`config.mk`:
```
export PLATFORM = sky130hd
export DESIGN_NAME = uart_ctrl
export DESIGN_NICKNAME = d
export VERILOG_FILES = /design/src/rtl/uart_ctrl.sv
export SDC_FILE = /design/constraint.sdc
export NUM_CORES = 1
export LEC_CHECK = 0
export CORE_UTILIZATION = 55
export CTS_CLUSTER_DIAMETER = 60
export DETAILED_ROUTE_END_ITERATION = 16
export GPL_ROUTABILITY_DRIVEN = 0
export PLACE_DENSITY = 0.85
export RECOVER_POWER = 25
export SYNTH_ARGS = -nofsm -noshare
export SYNTH_HDL_FRONTEND = slang
export SYNTH_SLANG_ARGS = --single-unit
```
`constraint.sdc`:
```
create_clock -name clk -period 8 [get_ports clk]
set_input_delay 1.2 -clock clk [delete_from_list [all_inputs] [get_ports clk]]
set_output_delay 1.2 -clock clk [all_outputs]
set_load 0.005 [all_outputs]
```
`src/rtl/uart_ctrl.sv`:
```
// Buffered sequencing controller for the uart core: TX/RX FIFOs, transmit
// strobe FSM, receive error/overflow bookkeeping and core reset generation.
module uart_ctrl #(
  parameter int TX_AW = 4,
  parameter int RX_AW = 4
) (
  input  logic             clk,
  input  logic             rst_n,
  input  logic [7:0]       tx_data,
  input  logic             tx_valid,
  output logic             tx_ready,
  output logic [7:0]       rx_data,
  output logic             rx_valid,
  input  logic             rx_ready,
  input  logic             flush,
  input  logic             err_clr,
  output logic             rx_overflow,
  output logic [7:0]       err_cnt,
  output logic [TX_AW:0]   tx_level,
  output logic [RX_AW:0]   rx_level,
  output logic             busy,
  output logic             uart_rst,
  output logic             uart_transmit,
  output logic [7:0]       uart_tx_byte,
  input  logic             uart_is_transmitting,
  input  logic             uart_received,
  input  logic [7:0]       uart_rx_byte,
  input  logic             uart_recv_error
);

  localparam int TX_DEPTH = 1 << TX_AW;
  localparam int RX_DEPTH = 1 << RX_AW;
  localparam logic [TX_AW:0] TX_ONE = 1;
  localparam logic [RX_AW:0] RX_ONE = 1;

  typedef enum logic [1:0] {IDLE, START, WAIT_BUSY, WAIT_DONE} tx_state_t;

  // ---------------- core reset: 2-flop sync on rst_n, stretched by flush
  logic sync_reg, flush_d_reg, uart_rst_reg;

  always_ff @(posedge clk or negedge rst_n) begin
    if (!rst_n) begin
      sync_reg     <= 1'b0;
      flush_d_reg  <= 1'b0;
      uart_rst_reg <= 1'b1;
    end else begin
      sync_reg     <= 1'b1;
      flush_d_reg  <= flush;
      uart_rst_reg <= ~sync_reg | flush | flush_d_reg;
    end
  end

  assign uart_rst = uart_rst_reg;

  // ---------------- TX FIFO
  logic [7:0]     tx_mem [TX_DEPTH];
  logic [TX_AW:0] tx_wr_ptr_reg, tx_rd_ptr_reg;
  logic           tx_empty, tx_full, tx_push, tx_pop;

  assign tx_empty = (tx_wr_ptr_reg == tx_rd_ptr_reg);
  assign tx_full  = (tx_wr_ptr_reg[TX_AW] != tx_rd_ptr_reg[TX_AW]) &&
                    (tx_wr_ptr_reg[TX_AW-1:0] == tx_rd_ptr_reg[TX_AW-1:0]);
  assign tx_ready = ~tx_full;
  assign tx_push  = tx_valid & ~tx_full & ~flush;
  assign tx_level = tx_wr_ptr_reg - tx_rd_ptr_reg;

  always_ff @(posedge clk) begin
    if (tx_push) tx_mem[tx_wr_ptr_reg[TX_AW-1:0]] <= tx_data;
  end

  always_ff @(posedge clk or negedge rst_n) begin
    if (!rst_n) begin
      tx_wr_ptr_reg <= '0;
      tx_rd_ptr_reg <= '0;
    end else if (flush) begin
      tx_wr_ptr_reg <= '0;
      tx_rd_ptr_reg <= '0;
    end else begin
      if (tx_push) tx_wr_ptr_reg <= tx_wr_ptr_reg + TX_ONE;
      if (tx_pop)  tx_rd_ptr_reg <= tx_rd_ptr_reg + TX_ONE;
    end
  end

  // ---------------- TX FSM
  tx_state_t  state_reg, state_next;
  logic       transmit_reg, transmit_next;
  logic [7:0] tx_byte_reg, tx_byte_next;
  logic [2:0] wait_cnt_reg, wait_cnt_next;

  always_ff @(posedge clk or negedge rst_n) begin
    if (!rst_n) begin
      state_reg    <= IDLE;
      transmit_reg <= 1'b0;
      tx_byte_reg  <= 8'd0;
      wait_cnt_reg <= 3'd0;
    end else begin
      state_reg    <= state_next;
      transmit_reg <= transmit_next;
      tx_byte_reg  <= tx_byte_next;
      wait_cnt_reg <= wait_cnt_next;
    end
  end

  always_comb begin
    state_next    = state_reg;
    transmit_next = 1'b0;
    tx_byte_next  = tx_byte_reg;
    wait_cnt_next = wait_cnt_reg;
    tx_pop        = 1'b0;
    if (flush) begin
      state_next = IDLE;
    end else begin
      case (state_reg)
        IDLE: begin
          if (!tx_empty && !uart_is_transmitting && !uart_rst_reg) begin
            tx_byte_next  = tx_mem[tx_rd_ptr_reg[TX_AW-1:0]];
            transmit_next = 1'b1;
            tx_pop        = 1'b1;
            state_next    = START;
          end
        end
        START: begin
          wait_cnt_next = 3'd0;
          state_next    = WAIT_BUSY;
        end
        WAIT_BUSY: begin
          // a core that never acknowledges costs us the byte, not a hang
          if (uart_is_transmitting)    state_next = WAIT_DONE;
          else if (wait_cnt_reg == 3'd7) state_next = IDLE;
          else                         wait_cnt_next = wait_cnt_reg + 3'd1;
        end
        WAIT_DONE: begin
          if (!uart_is_transmitting) state_next = IDLE;
        end
        default: state_next = IDLE;
      endcase
    end
  end

  assign uart_transmit = transmit_reg;
  assign uart_tx_byte  = tx_byte_reg;
  assign busy          = (state_reg != IDLE) | ~tx_empty;

  // ---------------- RX FIFO
  logic [7:0]     rx_mem [RX_DEPTH];
  logic [RX_AW:0] rx_wr_ptr_reg, rx_rd_ptr_reg;
  logic           rx_empty, rx_full, rx_read, rx_push, rx_drop;

  assign rx_empty = (rx_wr_ptr_reg == rx_rd_ptr_reg);
  assign rx_full  = (rx_wr_ptr_reg[RX_AW] != rx_rd_ptr_reg[RX_AW]) &&
                    (rx_wr_ptr_reg[RX_AW-1:0] == rx_rd_ptr_reg[RX_AW-1:0]);
  assign rx_valid = ~rx_empty;
  assign rx_data  = rx_mem[rx_rd_ptr_reg[RX_AW-1:0]];
  assign rx_level = rx_wr_ptr_reg - rx_rd_ptr_reg;
  assign rx_read  = rx_valid & rx_ready & ~flush;
  // a simultaneous read frees the slot the push lands in
  assign rx_push  = uart_received & ~flush & (~rx_full | rx_read);
  assign rx_drop  = uart_received & ~flush & rx_full & ~rx_read;

  always_ff @(posedge clk) begin
    if (rx_push) rx_mem[rx_wr_ptr_reg[RX_AW-1:0]] <= uart_rx_byte;
  end

  always_ff @(posedge clk or negedge rst_n) begin
    if (!rst_n) begin
      rx_wr_ptr_reg <= '0;
      rx_rd_ptr_reg <= '0;
    end else if (flush) begin
      rx_wr_ptr_reg <= '0;
      rx_rd_ptr_reg <= '0;
    end else begin
      if (rx_push) rx_wr_ptr_reg <= rx_wr_ptr_reg + RX_ONE;
      if (rx_read) rx_rd_ptr_reg <= rx_rd_ptr_reg + RX_ONE;
    end
  end

  // ---------------- error bookkeeping
  logic [7:0] err_cnt_reg;
  logic       overflow_reg;

  always_ff @(posedge clk or negedge rst_n) begin
    if (!rst_n) begin
      err_cnt_reg  <= 8'd0;
      overflow_reg <= 1'b0;
    end else begin
      if (err_clr)
        err_cnt_reg <= {7'd0, uart_recv_error};
      else if (uart_recv_error && err_cnt_reg != 8'hFF)
        err_cnt_reg <= err_cnt_reg + 8'd1;
      if (rx_drop)      overflow_reg <= 1'b1;
      else if (err_clr) overflow_reg <= 1'b0;
    end
  end

  assign err_cnt     = err_cnt_reg;
  assign rx_overflow = overflow_reg;

endmodule

```
==> results.tsv, run 1 <==
stage	metric	value	unit
worst_setup_path	startpoint_type	flop	
sta	setup_viol	0	
worst_setup_path	path_class	flop to output pin	
synthesis	synthArstFlopShare	15.23	%
clocking	htree_num_levels	1	
floorplanning	die_x	152.3	µm
power_and_ir_drop	ir_drop	0.2178	mV
grt	grt_use_total	22.49	%
final_layout	fin_util	65.72	%
clocking	cts_buffers	30	
clocking	cts_tree	built	
floorplanning	start_util	56.60	%
min_path	hold_class	flop to flop	
synthesis	ys_seq_elements	302	
final_layout	final_cells	1089	
clocking	clk_pin_slew	0.06	ns
worst_setup_path	arrival	3.81	ns
power_and_ir_drop	power_frac_comb	10.3	%
run_status	violations	DRC, capacitance limit, slew limit	
sta	slew_headroom	-80.27	%
route	wl_per_cell	23.30	µm
clocking	cts.sinks	302	
sta	finalClockSkew	0.009358	ns
sta	maxSlewViolCount	47	
synthesis	yosysWarningCount	0	
power_and_ir_drop	switchingPower	0.7860	mW
power_and_ir_drop	p_leak	4.809	nW
clocking	cts_resized	0	
grt	grt_overflow	0	
power_and_ir_drop	netSwitchingFraction	21.14	%
sta	finalCritPeriodShare	62.61	%
floorplanning	die_y	152.3	µm
floorplanning	core_area	21960	µm²
final_layout	nFillCells	1418	
floorplanning	rows	54	
worst_setup_path	critPathMaxFanout	28	
floorplanning	dieArea	23200	µm²
route	num_vias	6716	
route	wirelength	25380	µm
floorplanning	ios	65	
final_layout	drive_gt1_share	17.18	%
route	final_antenna_net_count	0	
sta	rsz0062_at_grt	false	
worst_setup_path	required	6.80	ns
worst_setup_path	end_kind	output pin	
synthesis	syn_inst	714	
sta	timing.hold.ws	0.4368	ns
synthesis	ys.flop_type	edfxtp_1	
clocking	clk_latency	0.54	ns
clocking	cts_root_buf	clkbuf_16	
sta	max_freq	0.1996	GHz
synthesis	seq_area_frac_synth	71.12	%
grt	grt_first_pass_wirelength	39480	µm
run_status	status	complete, but fails checks	
place	numPortBuffers	64	
sta	tightest_slew	2.704	ns
place	dpl.hpwl	15420	µm
final_layout	area_growth	16.10	%
sta	hold_viol_final	0	
power_and_ir_drop	clkPwrFrac	41.8	%
synthesis	syn_nets	762	
clocking	hold_buffers	0	
final_layout	nNetsFinal	833	
synthesis	synth_enable_flop_cells	256	
grt	grt_pass1_vias	6988	
power_and_ir_drop	seq_power_share	47.9	%
route	drc	4	
clocking	clock_path_buffers	3	
route	dr.pass1.iters	13	
grt	grt_max_degree	47	
run	drv_cap	1	
route	drt-initial-drc-count	494	
synthesis	synth_cell_types	54	
final_layout	n_antenna_cell	0	
place	dpl_cell_area	13310	µm²
place	place_inst	1033	
place	pre_cts_slack	3.548	ns
route	vias_per_cell	6.167	
power_and_ir_drop	power_density	257.7	nW/µm²
final_layout	stdcell_area	14430	µm²
power_and_ir_drop	power	3.718	mW
sta	final.setup.tns	0	ns
sta	min_period	5.009	ns
clocking	post_cts_buffers	0	
sta	setup_ws	2.991	ns
power_and_ir_drop	p_int	2.932	mW
synthesis	avgSynthCellArea	17.41	µm²
grt	antenna_found_initial	0	
synthesis	syn_area	12430	µm²
## path summary, 6_finish.rpt
kind | startpoint | end | slack (ns) | depth (start not counted)
worst min-delay path | flush_d_reg | uart_rst | 0.44 | 1
max in group asynchronous | rst_n | rx_rd_ptr_reg[0] | 4.64 | 2
min in group asynchronous | rst_n | uart_transmit | 1.60 | 2
worst min register to register | flush_d_reg | uart_rst | 0.44 | 1
worst max-delay path | rx_rd_ptr_reg[1] | rx_level[4] | 2.99 | 6
worst max register to register | rx_rd_ptr_reg[1] | rx_mem[1][5] | 3.79 | 6
## worst max-delay path, cell delays in order, from the launching register on
cell	delay, ns
dfrtp_1	1.07
clkinv_1	0.60
fa_1	0.59
a21o_1	0.20
a21oi_1	0.17
xnor2_1	0.13
clkdlybuf4s50_1	0.51
## cell usage in the layout (no fill, tap or decap), types with 6 or more instances in the layout
master	synthesis	final
nand2b_1	6	6
clkdlybuf4s50_1	0	53
ha_1	21	21
clkbuf_1	14	8
dlygate4sd3_1	0	10
a31oi_1	10	10
a21oi_1	17	17
dfrtp_1	45	42
mux2_2	8	8
mux2i_1	7	7
mux4_2	64	64
bufinv_16	0	7
edfxtp_1	256	256
xor2_1	8	8
nor3_1	10	10
o22ai_1	15	15
xnor2_1	14	14
and3_1	9	9
o21ai_0	12	12
nor2_1	44	44
nand3_1	6	6
clkbuf_16	0	31
inv_1	21	21
nand2_1	53	53
## kinds of logic after synthesis
group,after synthesis,synth area share [%]
buf+inv,54,1.923
simple gates,150,5.607
compound gates,83,4.449
other cells,1,0.03017
xor+xnor,22,1.550
flops,302,71.12
fa+ha+maj,23,2.436
mux,79,12.89
## area by class of cell
class | count | area, µm² | area share [%]
Clock buffer | 42 | 867.1 | 6.009
Clock inverter | 14 | 259.0 | 1.795
Inverter | 23 | 86.33 | 0.5983
Multi-Input combinational cell | 358 | 3351 | 23.22
Sequential cell | 302 | 8843 | 61.28
Tap cell | 280 | 350.3 | 2.428
Timing Repair Buffer | 70 | 673.1 | 4.665
## synth_stat cells, drive strengths merged, types with 3 or more instances
library cell	count	area, µm²
nand4	5	31.28
a211oi	5	50.05
ha	21	262.8
nand3	6	30.03
inv	22	82.58
a21oi	18	93.84
nor3	10	50.05
o211ai	3	22.52
a21o	4	30.03
o21ai	13	65.06
and4	4	35.03
and3	9	56.30
a31oi	10	62.56
dfrtp	45	1126
nand2	53	198.9
or3	3	18.77
nand2b	6	37.54
xor2	8	70.07
edfxtp	256	7687
o22ai	16	106.4
clkbuf	14	52.55
mux2	8	90.09
mux2i	7	70.07
o31ai	4	30.03
mux4	64	1441
nor2	44	165.2
buf	17	100.1
xnor2	14	122.6
## power groups by stage
| stage | Sequential (mW) | Clock [mW] | Combinational, mW |
|---|---|---|---|
| 2_1_floorplan | 1.79 | 0 | 0.224 |
| 3_3_place_gp | 1.81 | 0 | 0.370 |
| 3_5_place_dp | 1.81 | 0 | 0.379 |
| 4_1_cts | 1.78 | 1.57 | 0.385 |
| 5_1_grt | 1.79 | 1.63 | 0.412 |
| 6_report | 1.78 | 1.55 | 0.382 |
## layer usage
metal | GRT usage [%] | vias up | share of wire, % | wire (µm)
met5 | 0 | - | 0 | 0
met4 | 7.094 | 0 | 2.6 | 657
met3 | 3.328 | 57 | 7.2 | 1824
met2 | 38.73 | 304 | 51 | 12970
met1 | 29.80 | 3409 | 39 | 9920
li1 | - | 2946 | - | -
No activity file was read; power rests on OpenSTA's default activity.
==> inputs of run 2 (changes only) <==
==> constraint.sdc (replaced) <==
create_clock -name clk -period 5.1 [get_ports clk]
set_input_delay 0.765 -clock clk [delete_from_list [all_inputs] [get_ports clk]]
set_output_delay 0.765 -clock clk [all_outputs]
set_load 0.005 [all_outputs]
==> results.tsv, run 2 (synthesis results as in run 1) <==
stage	metric	value	unit	change
worst_setup_path	path_class	flop to output pin		
power_and_ir_drop	power_density	414.3	nW/µm²	+61%
clocking	cts.sinks	302		unchanged
worst_setup_path	critPathMaxFanout	20		-29%
clocking	hold_buffers	0		unchanged
route	vias_per_cell	6.190		+0.37%
worst_setup_path	startpoint_type	flop		
min_path	min_to	uart_rst		
route	drc	5		+1
sta	setup_ws	1.249	ns	-1.743 ns
final_layout	layout_common_cells	edfxtp_1 (256), mux4_2 (64), clkdlybuf4s50_1 (54)		
sta	slew_headroom	-81.61	%	-1.3 points
clocking	cts_tree	built		
final_layout	drive_gt1_share	18.14	%	+0.96 points
floorplanning	dieArea	23200	µm²	unchanged
power_and_ir_drop	netSwitchingFraction	21.74	%	+0.60 points
sta	rsz0062_at_grt	false		
clocking	htree_num_levels	1		unchanged
power_and_ir_drop	power_frac_comb	10.0	%	-0.3 points
worst_setup_path	end_kind	output pin		
final_layout	stdcell_area	14550	µm²	+0.83%
floorplanning	ios	65		unchanged
worst_setup_path	rr_worst_depth	7		+1
power_and_ir_drop	p_leak	4.868	nW	+1.2%
power_and_ir_drop	clkPwrFrac	43.6	%	+1.8 points
sta	finalClockSkew	0.008874	ns	-0.0004839 ns
sta	final.setup.tns	0	ns	unchanged
min_path	holdCritStartpoint	flush_d_reg		
clocking	clock_path_buffers	3		unchanged
min_path	hold_path_depth	1		unchanged
sta	finalCritPeriodShare	75.52	%	
power_and_ir_drop	switchingPower	1.310	mW	+67%
worst_setup_path	required	4.34	ns	-2.46 ns
route	drt-initial-drc-count	681		+38%
clocking	clk_pin_slew	0.06	ns	about the same
sta	maxSlewViolCount	47		unchanged
place	pre_cts_slack	1.518	ns	-2.030 ns
clocking	cts_buffers	31		+3.3%
grt	antenna_found_initial	0		unchanged
route	num_vias	6784		+1.0%
final_layout	area_growth	17.06	%	
grt	grt_first_pass_wirelength	40980	µm	+3.8%
final_layout	layout_commonest_cell	edfxtp_1		
worst_setup_path	rr_startpoint	tx_rd_ptr_reg[3]		
floorplanning	die_y	152.3	µm	unchanged
power_and_ir_drop	seq_power_share	46.4	%	-1.5 points
route	wirelength	26460	µm	+4.3%
power_and_ir_drop	p_int	4.718	mW	+61%
floorplanning	die_x	152.3	µm	unchanged
clocking	cts_resized	0		unchanged
run_status	status	complete, but fails checks		
run_status	violations	DRC, capacitance limit, slew limit		
final_layout	n_antenna_cell	0		unchanged
route	final_antenna_net_count	0		unchanged
clocking	cts_root_buf	clkbuf_16		
floorplanning	start_util	56.60	%	unchanged
min_path	hold_class	flop to flop		
sta	hold_viol_final	0		unchanged
run	drv_cap	1		unchanged
sta	timing.hold.ws	0.4534	ns	+0.01661 ns
floorplanning	core_area	21960	µm²	unchanged
clocking	clk_latency	0.56	ns	+0.02 ns
place	dpl.hpwl	16420	µm	+6.5%
sta	min_period	3.851	ns	
grt	grt_use_total	23.50	%	+1.0 points
final_layout	nNetsFinal	839		+0.72%
worst_setup_path	reg2reg_setup_slack	1.44	ns	-2.35 ns
sta	max_freq	0.2596	GHz	
worst_setup_path	rr_endpoint	tx_mem[3][3]		
grt	grt_pass1_vias	7172		+2.6%
route	wl_per_cell	24.14	µm	+3.6%
grt	grt_max_degree	47		unchanged
worst_setup_path	arrival	3.09	ns	-0.72 ns
floorplanning	rows	54		unchanged
grt	grt_overflow	0		unchanged
place	numPortBuffers	64		unchanged
place	dpl_cell_area	13350	µm²	+0.27%
sta	tightest_slew	2.724	ns	+0.02007 ns
power_and_ir_drop	ir_drop	0.3575	mV	+64%
clocking	post_cts_buffers	0		unchanged
sta	setup_viol	0		unchanged
route	dr.pass1.iters	11		-2
[run 2: cell types whose count changed in the layout (fill, tap and decap cells not counted), sizes merged]
cell,before,now
bufinv,7,10
clkinvlp,1,4
clkbuf,44,36
inv,24,25
clkinv,5,7
clkdlybuf4s50,53,54
dlygate4sd3,10,9
buf,5,11
[run 2: through the flow]
| step | std cells | power, mW | util [%] |
|---|---|---|---|
| after floorplan | 714 | 3.161 | - |
| after global placement | 1038 | 3.428 | 60.79 |
| after detailed placement | 1038 | 3.447 | 60.79 |
| after CTS | 1096 | 6.048 | 66.28 |
| after global routing | 1096 | 6.188 | 66.26 |
| final | 1096 | 6.028 | 66.26 |
[run 2: how the worst max path moves through the flow]
stage / cells after the start / slack (ns) / end / startpoint
2_1_floorplan: 10 / 1.82 / tx_mem[2][0] / tx_rd_ptr_reg[1]
3_3_place_gp: 5 / 1.65 / rx_mem[0][5] / flush
3_5_place_dp: 7 / 1.52 / tx_mem[3][3] / tx_rd_ptr_reg[3]
4_1_cts: 6 / 1.19 / rx_data[0] / rx_rd_ptr_reg[0]
5_1_grt: 7 / 1.01 / rx_level[4] / rx_rd_ptr_reg[0]
6_report: 7 / 1.25 / rx_level[4] / rx_rd_ptr_reg[0]
[run 2: worst max-delay path: stages, from the launching register on]
cell and delay [ns]:
dfrtp_2 0.79, ha_1 0.26, inv_1 0.06, fa_1 0.40
a21o_1 0.19, a21oi_1 0.18, xnor2_1 0.13, clkdlybuf4s50_1 0.51
[run 2: area by class of cell]
cell class / count / area (µm²)
clock buffers: 35 / 810.8
clock inverters: 23 / 395.4
flip-flops and latches: 302 / 8842
fillers: 1379 / 7408
repair buffers: 75 / 714.4
multi-input cells: 358 / 3351
inverters: 23 / 86.33
well taps: 280 / 350.3
[run 2: power groups by stage]
| stage | registers, mW | clock network, mW | logic (mW) |
|---|---|---|---|
| 6_report | 2.80 | 2.63 | 0.603 |
| 5_1_grt | 2.80 | 2.73 | 0.649 |
| 4_1_cts | 2.80 | 2.65 | 0.604 |
| 3_5_place_dp | 2.85 | 0 | 0.599 |
| 3_3_place_gp | 2.85 | 0 | 0.580 |
| 2_1_floorplan | 2.81 | 0 | 0.351 |
[run 2: metal layers]
layer	global-route usage (%)	part of all wire [%]	vias up
met1	31.20	39	3416
met5	0	0	-
met2	39.96	51	363
met4	7.580	2.5	0
li1	-	-	2953
met3	3.982	7.8	52
